--- src/rtl/serial_subtractor.sv ---
// Bit-serial LSB-first subtractor: one full-subtractor slice and a borrow flop,
// iterated WIDTH times per operation, with a parallel result and a done strobe.
module serial_subtractor #(
   parameter int WIDTH = 8
) (
   input  logic             clk,
   input  logic             rst,
   input  logic             start,
   input  logic [WIDTH-1:0] a,
   input  logic [WIDTH-1:0] b,
   output logic             busy,
   output logic             done,
   output logic [WIDTH-1:0] diff,
   output logic             borrow
);

   localparam int CW = $clog2(WIDTH + 1);
   localparam logic [CW-1:0] LAST = CW'(WIDTH - 1);

   typedef enum logic [1:0] {IDLE, SHIFT, DONE} state_t;

   state_t           state_q, state_d;
   logic [WIDTH-1:0] a_sh_q, b_sh_q, res_q, diff_q;
   logic [CW-1:0]    cnt_q;
   logic             q_q, borrow_q;
   logic             x, y, d_bit, q_d;

   // Full-subtractor slice on the current LSBs
   assign x     = a_sh_q[0];
   assign y     = b_sh_q[0];
   assign d_bit = x ^ y ^ q_q;
   assign q_d   = (~x & y) | (~(x ^ y) & q_q);

   always_ff @(posedge clk or posedge rst) begin
      if (rst) begin
         state_q <= IDLE;
      end else begin
         state_q <= state_d;
      end
   end

   always_comb begin
      state_d = state_q;
      case (state_q)
         IDLE:    if (start) state_d = SHIFT;
         SHIFT:   if (cnt_q == LAST) state_d = DONE;
         DONE:    state_d = IDLE;
         default: state_d = IDLE;
      endcase
   end

   always_comb begin
      busy = (state_q == SHIFT);
      done = (state_q == DONE);
   end

   always_ff @(posedge clk or posedge rst) begin
      if (rst) begin
         a_sh_q   <= '0;
         b_sh_q   <= '0;
         res_q    <= '0;
         q_q      <= 1'b0;
         cnt_q    <= '0;
         diff_q   <= '0;
         borrow_q <= 1'b0;
      end else begin
         case (state_q)
            IDLE: begin
               if (start) begin
                  a_sh_q <= a;
                  b_sh_q <= b;
                  q_q    <= 1'b0;
                  cnt_q  <= '0;
               end
            end
            SHIFT: begin
               a_sh_q <= a_sh_q >> 1;
               b_sh_q <= b_sh_q >> 1;
               res_q  <= {d_bit, res_q[WIDTH-1:1]};
               q_q    <= q_d;
               cnt_q  <= cnt_q + CW'(1);
               // Last slice: publish the result including this bit
               if (cnt_q == LAST) begin
                  diff_q   <= {d_bit, res_q[WIDTH-1:1]};
                  borrow_q <= q_d;
               end
            end
            default: ;
         endcase
      end
   end

   assign diff   = diff_q;
   assign borrow = borrow_q;

endmodule

--- config.mk ---
export PLATFORM = sky130hd
export DESIGN_NAME = serial_subtractor
export DESIGN_NICKNAME = d
export VERILOG_FILES = /design/src/rtl/serial_subtractor.sv
export SDC_FILE = /design/constraint.sdc
export NUM_CORES = 1
export LEC_CHECK = 0
export CORE_MARGIN = 2
export CORE_UTILIZATION = 46
export CTS_BUF_LIST = sky130_fd_sc_hd__clkbuf_16
export DETAILED_ROUTE_END_ITERATION = 10
export PLACE_DENSITY = 0.77
export SYNTH_ARGS = -nofsm -noshare
export SYNTH_HDL_FRONTEND = slang
export SYNTH_SLANG_ARGS = --single-unit
--- constraint.sdc ---
create_clock -name clk -period 1.5 [get_ports clk]
set_input_delay 0.3 -clock clk [delete_from_list [all_inputs] [get_ports clk]]
set_output_delay 0.3 -clock clk [all_outputs]
set_load 0.005 [all_outputs]
==> flow_metrics.tcl <==
set metrics [dict create \
    num_vias 1268 \
    vias_per_cell 5.26 \
    crit_required_ns 1.66 \
    cts_buffer_depth 2 \
    fin_crit_sh_pct 98.8 \
    yosysMostFrequentCell "dfrtp_1" \
    grt_antenna_before_repair 0 \
    drt_pass1_iterations 4 \
    cts_tree "done" \
    ir_worst_vdd_v 0.000646 \
    place_congestion 0.775 \
    wirelength_um 3420 \
    syn_inst 149 \
    cts.hold.buffers_added 0 \
    fmax_ghz 0.675 \
    setup_violations 0 \
    worstSetupPathType "register to register" \
    r2r_cells 5 \
    grt_start_max_net_pins 40 \
    cts.sinks 39 \
    initial_utilization_pct 48.4 \
    wl_per_cell_um 14.2 \
    tightest_slew_ns 0.231 \
    cpPeakStageDelay_ns 0.40 \
    yosys_warnings 0 \
    synth_edf_count 0 \
    post_dp_cell_area_mm2 0.00207 \
    synth_area_leaders "dfrtp_1 60%, nand2_1 8.5%, a22oi_1 6.0%" \
    fin_nets 215 \
    slew_headroom_pct 84.6 \
    leakagePower_uw 0.00104 \
    final_area_mm2 0.00228 \
    die_w_um 63.7 \
    grt_pass1_vias 1265 \
    synth_top_area_cell "dfrtp_1" \
    status "finished clean" \
    detail-route-antenna-nets 0 \
    avgSynthCellArea_um2 11.0 \
    synth_area_mm2 0.00164 \
    critPathCaptureType "register" \
    worst-path-max-fanout 10 \
    coreArea_mm2 0.00339 \
    power.density_mw_per_mm2 1870 \
    port_buffers 29 \
    synth-seq-cells 39 \
    placed_cells 229 \
    fin_crit_ns 1.48 \
    yosysTopAreaCellShare_pct 59.5 \
    syn_nets 170 \
    synth_ff_type "dfrtp_1" \
    drc 0 \
    grt_use_total_pct 18.7 \
    cpMaxStageDelayCell "dfrtp_1" \
    num_antenna_cells 0 \
    synthTopCellsByCount "39 x dfrtp_1, 37 x nand2_1, 14 x o21ai_0" \
    ios 30 \
    drive_above_1_share_pct 20.5 \
    ys_seq_area_share_pct 59.5 \
    crit_arrival_ns 1.64 \
    utilization_pct 67.3 \
    maxCapViolations 0 \
    slew_violations 0 \
    rsz0062_at_grt "yes" \
    dieArea_mm2 0.00406 \
    grt_pass1_wl_um 5780 \
    fin_cells 241 \
    grt-ovfl-total 0 \
    root_buffer "clkbuf_16" \
    drt_iter0_drc 65 \
    cp_cell_sequence "nand2b_4, buf_6, nor3_4, buf_12, mux2_2" \
    layout_setup_ws_ns 0.0187 \
    hpwl_um 2400 \
    syn2layout_area_growth_pct 39.2 \
    cts_inserted_buffers 5 \
    hp-class "input pin to asynchronous set/reset pin" \
    die_h_um 63.7 \
    clkLatencyLatePin_ns 0.28 \
    pre_cts_slack_ns -0.0813 \
    clock_skew_ns 0.00487 \
    total_power_uw 4270 \
    htreeDepth 2 \
    cts.clk_slew.worst_paths_ns 0.05 \
    final_hold_viol_count 0 \
    worst_setup_path_start_kind "register" \
    ys_types 27 \
    async_reset_ff_share_pct 100 \
    fp-row-count 21 \
]
placed cells by master (no fill, tap or decap), types with 5 or more instances in the layout:
cell type        instances
dfrtp_1                 38
nand2_1                 37
clkdlybuf4s50_1         27
o21ai_0                 14
a22oi_1                 13
buf_4                   13
inv_1                    6
mux2_2                   5
clkbuf_16                5
cells by family (layout without fill, tap and decap cells):
| group | Yosys count | after routing | share of synthesized area (%) |
|---|---|---|---|
| muxes | 10 | 10 | 6.72 |
| DFF | 39 | 39 | 59.5 |
| buffers and inverters | 14 | 60 | 3.66 |
| AOI/OAI and AO/OA | 38 | 38 | 15.2 |
| and+or+nand+nor | 46 | 46 | 12.9 |
| adders and majority gates | 2 | 2 | 1.98 |
metal layers:
layer	track usage (%)	part of all wire [%]	routed length (µm)	vias to the layer above
li1	-	-	-	600
met1	21.3	42	1440	621
met2	33.6	51	1760	43
met3	5.71	5.4	185	4
met4	5.71	1.3	44	0
met5	0	0	0	-
flip-flops by register name, summed over array words and instances (netlist names):
name,count
borrow,1
cnt_q,4
res_q,7
b_sh_q,8
state_q,2
q_q,1
diff,8
a_sh_q,8
cell type report:
class / instances / area [µm²]
fillers: 268 / 1110
flip-flops and latches: 39 / 977
multi-input cells: 96 / 641
repair buffers: 46 / 448
clock buffers: 5 / 125
well taps: 46 / 57.6
inverters: 6 / 22.5
clock inverters: 3 / 11.3
final timing paths:
path / slack, ns / startpoint / end
max: 0.02 / state_q[1]$_DFFE_PP0P_ / diff[5]$_DFFE_PP0P_
min: 0.39 / rst / diff[6]$_DFFE_PP0P_
max reg2reg: 0.02 / state_q[1]$_DFFE_PP0P_ / diff[5]$_DFFE_PP0P_
min reg2reg: 0.48 / a_sh_q[1]$_DFFE_PP0P_ / a_sh_q[1]$_DFFE_PP0P_
max in group asynchronous: 0.91 / rst / state_q[0]$_DFFE_PP0P_
min in group clk: 0.48 / a_sh_q[1]$_DFFE_PP0P_ / a_sh_q[1]$_DFFE_PP0P_
where the power goes:
part	internal (µW)	switching, µW	total [µW]
sequential	1470	281	1750
clock	597	376	973
combinational	874	673	1550
through the flow:
stage / TNS, ns / hold WS (ns)
6_report: 0 / 0.392
2_1_floorplan: 0 / 0.433
4_1_cts: 0 / 0.407
3_5_place_dp: -0.171 / 0.471
3_3_place_gp: 0 / 0.459
5_1_grt: -0.103 / 0.436
repair_timing:
action                                  CTS  global route
buffers inserted                          3             2
endpoints found under the setup margin    2            15
pin swaps                                 0             1
gates resized for setup                   7             8
worst max-delay path: cells and delay by family, from the launching register on:
family / cells / cell delay, ns
buf+inv: 2 / 0.29
flops: 1 / 0.40
mux: 1 / 0.33
simple gates: 2 / 0.35
Note: power is estimated with default switching activity, not from simulation.
